**src/rtl/sha256_nonce_sched.sv**
```systemverilog
// Nonce-range scheduler for a single-block SHA-256 core: stops on the first digest <= target.
// Optional macro SHA256_SCHED_STATS_EN adds the hash_count statistics output.
module sha256_nonce_sched #(
    parameter int NONCE_POS = 0,
    parameter int TIMEOUT   = 200,
    parameter int TMO_W     = 8
) (
    input  logic         clk,
    input  logic         reset,
    input  logic [511:0] cfg_block,
    input  logic [31:0]  cfg_nonce_lo,
    input  logic [31:0]  cfg_nonce_hi,
    input  logic [255:0] cfg_target,
    input  logic         go,
    input  logic         abort,
    output logic         busy,
    output logic         found,
    output logic         exhausted,
    output logic         timeout_err,
    output logic [31:0]  found_nonce,
    output logic [255:0] found_digest,
`ifdef SHA256_SCHED_STATS_EN
    output logic [31:0]  hash_count,
`endif
    output logic         core_rst,
    output logic         core_start,
    output logic [511:0] core_data_in,
    input  logic         core_done,
    input  logic [255:0] core_digest
);

    typedef enum logic [2:0] {
        ST_IDLE  = 3'd0,
        ST_CLR   = 3'd1,
        ST_LOAD  = 3'd2,
        ST_WAIT  = 3'd3,
        ST_CHECK = 3'd4
    } state_t;

    state_t         state_r;
    state_t         fsm_next_s;
    state_t         next_state_s;

    logic [511:0]   blk_r;
    logic [31:0]    hi_r;
    logic [255:0]   target_r;
    logic [31:0]    nonce_r;
    logic [255:0]   digest_r;
    logic [TMO_W-1:0] tmo_cnt_r;
    logic [511:0]   core_data_r;

    logic           busy_r;
    logic           found_r;
    logic           exhausted_r;
    logic           timeout_err_r;
    logic [31:0]    found_nonce_r;
    logic [255:0]   found_digest_r;
    logic           core_rst_r;
    logic           core_start_r;

    logic           go_acc_s;
    logic           abort_s;
    logic           hit_s;
    logic           last_s;
    logic           tmo_hit_s;
    logic           tmo_s;
    logic [31:0]    nonce_inc_s;

    function automatic logic [511:0] insert_nonce(input logic [511:0] blk, input logic [31:0] n);
        logic [511:0] r;
        r = blk;
        r[NONCE_POS +: 32] = n;
        return r;
    endfunction

    // Event decode shared by the FSM and the output/datapath registers
    always_comb begin
        go_acc_s    = (state_r == ST_IDLE) && go;
        abort_s     = (state_r != ST_IDLE) && abort;
        hit_s       = (digest_r <= target_r);
        last_s      = (nonce_r == hi_r);
        tmo_hit_s   = (tmo_cnt_r == TMO_W'(TIMEOUT - 1));
        tmo_s       = (state_r == ST_WAIT) && !core_done && tmo_hit_s;
        nonce_inc_s = nonce_r + 32'd1;
    end

    // Next-state logic; abort overrides every other transition
    always_comb begin
        fsm_next_s = state_r;
        case (state_r)
            ST_IDLE: begin
                if (go) fsm_next_s = ST_CLR;
                else    fsm_next_s = ST_IDLE;
            end
            ST_CLR:  fsm_next_s = ST_LOAD;
            ST_LOAD: fsm_next_s = ST_WAIT;
            ST_WAIT: begin
                if (core_done)      fsm_next_s = ST_CHECK;
                else if (tmo_hit_s) fsm_next_s = ST_IDLE;
                else                fsm_next_s = ST_WAIT;
            end
            ST_CHECK: begin
                if (hit_s || last_s) fsm_next_s = ST_IDLE;
                else                 fsm_next_s = ST_CLR;
            end
            default: fsm_next_s = ST_IDLE;
        endcase
        next_state_s = abort_s ? ST_IDLE : fsm_next_s;
    end

    // State register
    always_ff @(posedge clk or negedge reset) begin
        if (!reset) state_r <= ST_IDLE;
        else        state_r <= next_state_s;
    end

    // Captured configuration, current nonce, block to the core, digest latch and timeout counter
    always_ff @(posedge clk or negedge reset) begin
        if (!reset) begin
            blk_r       <= 512'd0;
            hi_r        <= 32'd0;
            target_r    <= 256'd0;
            nonce_r     <= 32'd0;
            core_data_r <= 512'd0;
            digest_r    <= 256'd0;
            tmo_cnt_r   <= '0;
        end else begin
            if (go_acc_s) begin
                blk_r       <= cfg_block;
                hi_r        <= cfg_nonce_hi;
                target_r    <= cfg_target;
                nonce_r     <= cfg_nonce_lo;
                core_data_r <= insert_nonce(cfg_block, cfg_nonce_lo);
            end else if ((state_r == ST_CHECK) && (next_state_s == ST_CLR)) begin
                nonce_r     <= nonce_inc_s;
                core_data_r <= insert_nonce(blk_r, nonce_inc_s);
            end
            if ((state_r == ST_WAIT) && core_done) digest_r <= core_digest;
            // Counts cycles since the start pulse, the start cycle itself being 1
            if (state_r == ST_LOAD)      tmo_cnt_r <= TMO_W'(1);
            else if (state_r == ST_WAIT) tmo_cnt_r <= tmo_cnt_r + TMO_W'(1);
        end
    end

    // Registered status flags and core handshake strobes
    always_ff @(posedge clk or negedge reset) begin
        if (!reset) begin
            busy_r         <= 1'b0;
            found_r        <= 1'b0;
            exhausted_r    <= 1'b0;
            timeout_err_r  <= 1'b0;
            found_nonce_r  <= 32'd0;
            found_digest_r <= 256'd0;
            core_rst_r     <= 1'b1;
            core_start_r   <= 1'b0;
        end else begin
            busy_r       <= (next_state_s != ST_IDLE);
            core_rst_r   <= (next_state_s == ST_CLR) || abort_s;
            core_start_r <= (next_state_s == ST_LOAD);
            if (go_acc_s) begin
                found_r       <= 1'b0;
                exhausted_r   <= 1'b0;
                timeout_err_r <= 1'b0;
            end else if (abort_s) begin
                found_nonce_r <= nonce_r;
            end else if (tmo_s) begin
                timeout_err_r <= 1'b1;
                found_nonce_r <= nonce_r;
            end else if ((state_r == ST_CHECK) && hit_s) begin
                found_r        <= 1'b1;
                found_nonce_r  <= nonce_r;
                found_digest_r <= digest_r;
            end else if ((state_r == ST_CHECK) && last_s) begin
                exhausted_r   <= 1'b1;
                found_nonce_r <= nonce_r;
            end
        end
    end

`ifdef SHA256_SCHED_STATS_EN
    logic [31:0] hash_count_r;

    // Saturating count of completed hash comparisons in the current search
    always_ff @(posedge clk or negedge reset) begin
        if (!reset) begin
            hash_count_r <= 32'd0;
        end else if (go_acc_s) begin
            hash_count_r <= 32'd0;
        end else if ((state_r == ST_CHECK) && (hash_count_r != 32'hFFFF_FFFF)) begin
            hash_count_r <= hash_count_r + 32'd1;
        end
    end

    assign hash_count = hash_count_r;
`endif

    assign busy         = busy_r;
    assign found        = found_r;
    assign exhausted    = exhausted_r;
    assign timeout_err  = timeout_err_r;
    assign found_nonce  = found_nonce_r;
    assign found_digest = found_digest_r;
    assign core_rst     = core_rst_r;
    assign core_start   = core_start_r;
    assign core_data_in = core_data_r;

endmodule

```
**config.mk**
```make
export PLATFORM = sky130hd
export DESIGN_NAME = sha256_nonce_sched
export DESIGN_NICKNAME = d
export VERILOG_FILES = /design/src/rtl/sha256_nonce_sched.sv
export SDC_FILE = /design/constraint.sdc
export NUM_CORES = 2
export LEC_CHECK = 0
export BUFFER_PORTS_ARGS = -buffer_cell sky130_fd_sc_hd__buf_2
export CORE_AREA = 2 2 744 746
export DETAILED_ROUTE_END_ITERATION = 7
export DIE_AREA = 0 0 746 748
export GPL_TIMING_DRIVEN = 0
export HOLD_SLACK_MARGIN = 0.08
export PLACE_DENSITY = 0.3
export SYNTH_ARGS = -nofsm -noshare
export SYNTH_HDL_FRONTEND = slang
export SYNTH_SLANG_ARGS = --single-unit
```
**constraint.sdc**
```tcl
create_clock -name clk -period 3.2 [get_ports clk]
set_clock_uncertainty 0.1 [all_clocks]
set_input_delay 0.48 -clock clk [delete_from_list [all_inputs] [get_ports clk]]
set_output_delay 0.48 -clock clk [all_outputs]
set_load 0.01 [all_outputs]
```
==> results.yml <==
layout:
  syn2layout_area_growth_pct: 53.9
  drive_gt1_share_pct: 29.0
  final_nets: 11900
  fin_util_pct: 21.7
placed_design:
  portBuffers: 1866
  dp_hpwl_microns: 383000
  gp_congestion: 0.852
critical_path:
  max_stage_delay_ns: 0.47
  cp_slowest_cell: "nor4_4"
  ff2ff_path_depth: 21
  critical_path_cell_count: 21
  critical_path_class: "flop to flop"
  cp_max_fo: 6
  crit_path_frequent_cell: "buf_6"
  critPathCaptureType: "flop"
  cp_data_arrival_time_ns: 5.16
  worst-path-buf-inv: 11
  path_cells: "ha_4 > nand4_1 > buf_4 > nor4_4 > nand4_1 > buf_6 > nor3_4 > buf_6 > buf_12 > o41ai_2 > buf_4 > o2111ai_4 > a211oi_4 > buf_6 > o21ai_4 > buf_12 > buf_16 > buf_16 > clkbuf_16 > clkbuf_16 > mux2_4"
  regToRegSetupSlack_ns: -1.28
  cp_top_family: "buffers and inverters"
  required_ns: 3.88
  critPathLaunchType: "flop"
routing:
  detailroute.via_count: 65800
  drtAntennaViolNets: 0
  dr.pass1.iters: 8
  avgRoutedWirePerCell_microns: 26.3
  viasPerCell: 3.64
  drc_errors: 0
  drt_iter0_markers: 4101
  wl_microns: 476000
timing:
  setup_viol: 2098
  setup_ws_ns: -1.28
  hold_viol: 0
  post-route-period-util_pct: 140
  relSlewSlack_pct: 22.6
  worst_slew_pin_slew_ns: 1.16
  fin_hold_ws_ns: 0.216
  rsz0062_at_grt: "yes"
  period_needed_ns: 4.48
  drv_slew: 0
  max_freq_mhz: 223
cts:
  clk_transition_reported_paths_ns: 0.06
  cts_root_buf: "clkbuf_16"
  cts_buffers: 265
  cts_tree: "built"
  h-tree-depth: 5
  insertion_delay_ns: 0.92
  clk_path_buf_depth: 4
  cts.sinks: 1841
pwr:
  p_leak_uw: 0.0594
  power.total_uw: 118000
  peakVddDrop_uv: 445
  p_per_area_nw_per_um2: 991
synthesis:
  synth_top_family_by_area: "simple AND/OR/NAND/NOR gates"
  synth-seq-cells: 1841
  netlist_area_sq_um: 77600
  synthCells: 7177
  synthAdderAreaFrac_pct: 4.17
  syn_area_per_cell_sq_um: 10.8
  synth_edf_count: 0
  yosys.area.top_type: "dfrtp_1"
  async_flop_share_pct: 100
  netlist_top_cells_area: "dfrtp_1 59%, nand2_1 13%, mux2_4 5.8%"
  synth-simple-area-share_pct: 15.4
  syn-num-nets: 8528
  synth_warnings: 0
  synth_mux_area_share_pct: 12.2
  synthFlopType: "dfrtp_1"
  synth_top_area_share_pct: 59.4
  yosys.cell_types.count: 68
  synth_xor_area_share_pct: 0.373
  synth_compound_area_share_pct: 4.88
  ys_seq_area_share_pct: 59.4
status:
  violations: "setup timing"
  status: "finished with violations"
min_path:
  worstHoldPathCells: 4
  hp-class: "input port to flop"
global_routing:
  grt_max_degree: 142
  grt_usage_pct: 16.4
  grt-ovfl-total: 0
  grt_pass1_vias: 69500
  antenna_found_initial: 148
  grt_pass1_wl_microns: 633000
floorplanning:
  die_x_microns: 746
  coreArea_sq_um: 551000
  floorplan.initialDensity_pct: 14.1
  die-area_sq_um: 558000
  fp.dieH_microns: 748
  rows: 273
  io_pins: 1899
job:
  maxCapViolations: 0
power by group:
group	total, uW	switching [uW]	internal, uW	leakage (uW)
sequential	40200	6470	33700	0.0232
combinational	47700	29100	18700	0.0319
clock	30400	12500	17900	0.00429
layer usage:
layer	wire length, microns	track usage [%]	up-vias
met5	292	0	-
met4	13100	4.13	46
met3	39900	5.82	535
met2	221000	26.9	2047
met1	202000	20.4	32700
li1	-	-	30500
worst paths after layout:
check | to | startpoint
min in group asynchronous | target_r[218]$_DFFE_PN0P_ | reset
max | core_data_in[228]$_DFFE_PN0P_ | digest_r[167]$_DFFE_PN0P_
max reg2reg | core_data_in[228]$_DFFE_PN0P_ | digest_r[167]$_DFFE_PN0P_
min | hi_r[14]$_DFFE_PN0P_ | cfg_nonce_hi[14]
min reg2reg | blk_r[143]$_DFFE_PN0P_ | blk_r[143]$_DFFE_PN0P_
max in group asynchronous | blk_r[206]$_DFFE_PN0P_ | reset
cell type report:
class / instances / area [sq um]
fillers: 60700 / 431000
flip-flops and latches: 1841 / 46100
multi-input cells: 4687 / 29200
repair buffers: 3094 / 22500
well taps: 7287 / 9120
clock buffers: 388 / 7680
plain buffers: 373 / 2530
clock inverters: 75 / 1110
inverters: 273 / 1020
diodes: 68 / 170
cells in the final DEF, fill, tap and decap left out, types with 11 or more instances in the layout:
cell type / n
ha_1: 251
mux2_4: 345
nor2_1: 45
xnor2_1: 32
mux2_1: 194
clkbuf_1: 306
dlygate4sd3_1: 1103
a211o_1: 33
bufinv_16: 14
mux2_2: 198
o22ai_1: 21
buf_6: 25
dfrtp_1: 1827
clkbuf_8: 55
a22o_1: 35
o21ai_0: 313
and3_1: 11
inv_1: 272
a21oi_1: 135
nand2_1: 2713
clkinv_2: 29
buf_4: 55
a21o_1: 24
nor3_1: 66
dfrtp_2: 13
buf_16: 36
clkbuf_16: 285
nand4_1: 64
nand3_1: 41
buf_12: 58
clkbuf_2: 20
diode_2: 68
buf_2: 1878
buf_1: 18
worst register-to-register path, stage by stage, from the launching register on:
cell       delay, ns
dfrtp_2         0.44
ha_4            0.29
nand4_1         0.08
buf_4           0.17
nor4_4          0.47
nand4_1         0.17
buf_6           0.18
nor3_4          0.15
buf_6           0.13
buf_12          0.12
o41ai_2         0.08
buf_4           0.20
o2111ai_4       0.12
a211oi_4        0.07
buf_6           0.14
o21ai_4         0.14
buf_12          0.15
buf_16          0.16
buf_16          0.17
clkbuf_16       0.30
clkbuf_16       0.20
mux2_4          0.31
cell usage after synthesis (all sizes together) (7+ instances only):
cell type,n
a211o,33
nand3,46
or4,7
inv,273
nor2,45
o21ai,317
nor3,72
and2,7
xnor2,32
o31ai,9
a22oi,7
a21oi,136
mux2,737
and4,7
o22ai,21
a21o,24
nor4,20
a22o,35
nor2b,7
dfrtp,1840
ha,258
nand4,64
buf,111
a211oi,10
clkbuf,265
nand2,2715
a221oi,10
and3,12
what timing repair did:
action,CTS,global route
gates resized for setup,158,84
gates cloned,9,19
hold endpoints to repair,1678,220
hold buffers,1102,1
endpoints found under the setup margin,2338,2581
buffers inserted,65,10
pin swaps,28,11
cells by family after synthesis:
logic type,count (synthesis)
AO/OA/AOI/OAI,640
XOR/XNOR,33
multiplexers,739
adder cells (fa/ha/maj),259
buffers and inverters,649
flip-flops,1841
AND/OR/NAND/NOR,3016
flip-flops by register name, summed over array words and instances (netlist names):
name	flops
blk_r	480
busy	1
core_data_in	481
core_rst	1
core_start	1
digest_r	256
exhausted	1
found	1
found_digest	256
found_nonce	32
hi_r	32
nonce_r	31
state_r	3
target_r	256
timeout_err	1
tmo_cnt_r	8
metrics by stage:
step	instance area (sq um)	setup WS [ns]	instances	TNS, ns
finish	119000	-1.28	18100	-1430.43
global route	119000	-1.43	18100	-2070.97
CTS	118000	-1.33	18000	-1884.77
detailed placement	97000	-3.22	16400	-4532.79
global placement	96400	-47.40	16300	-
floorplan	77900	-0.0552	7177	-27.96
No activity file was read; power rests on OpenSTA's default activity.
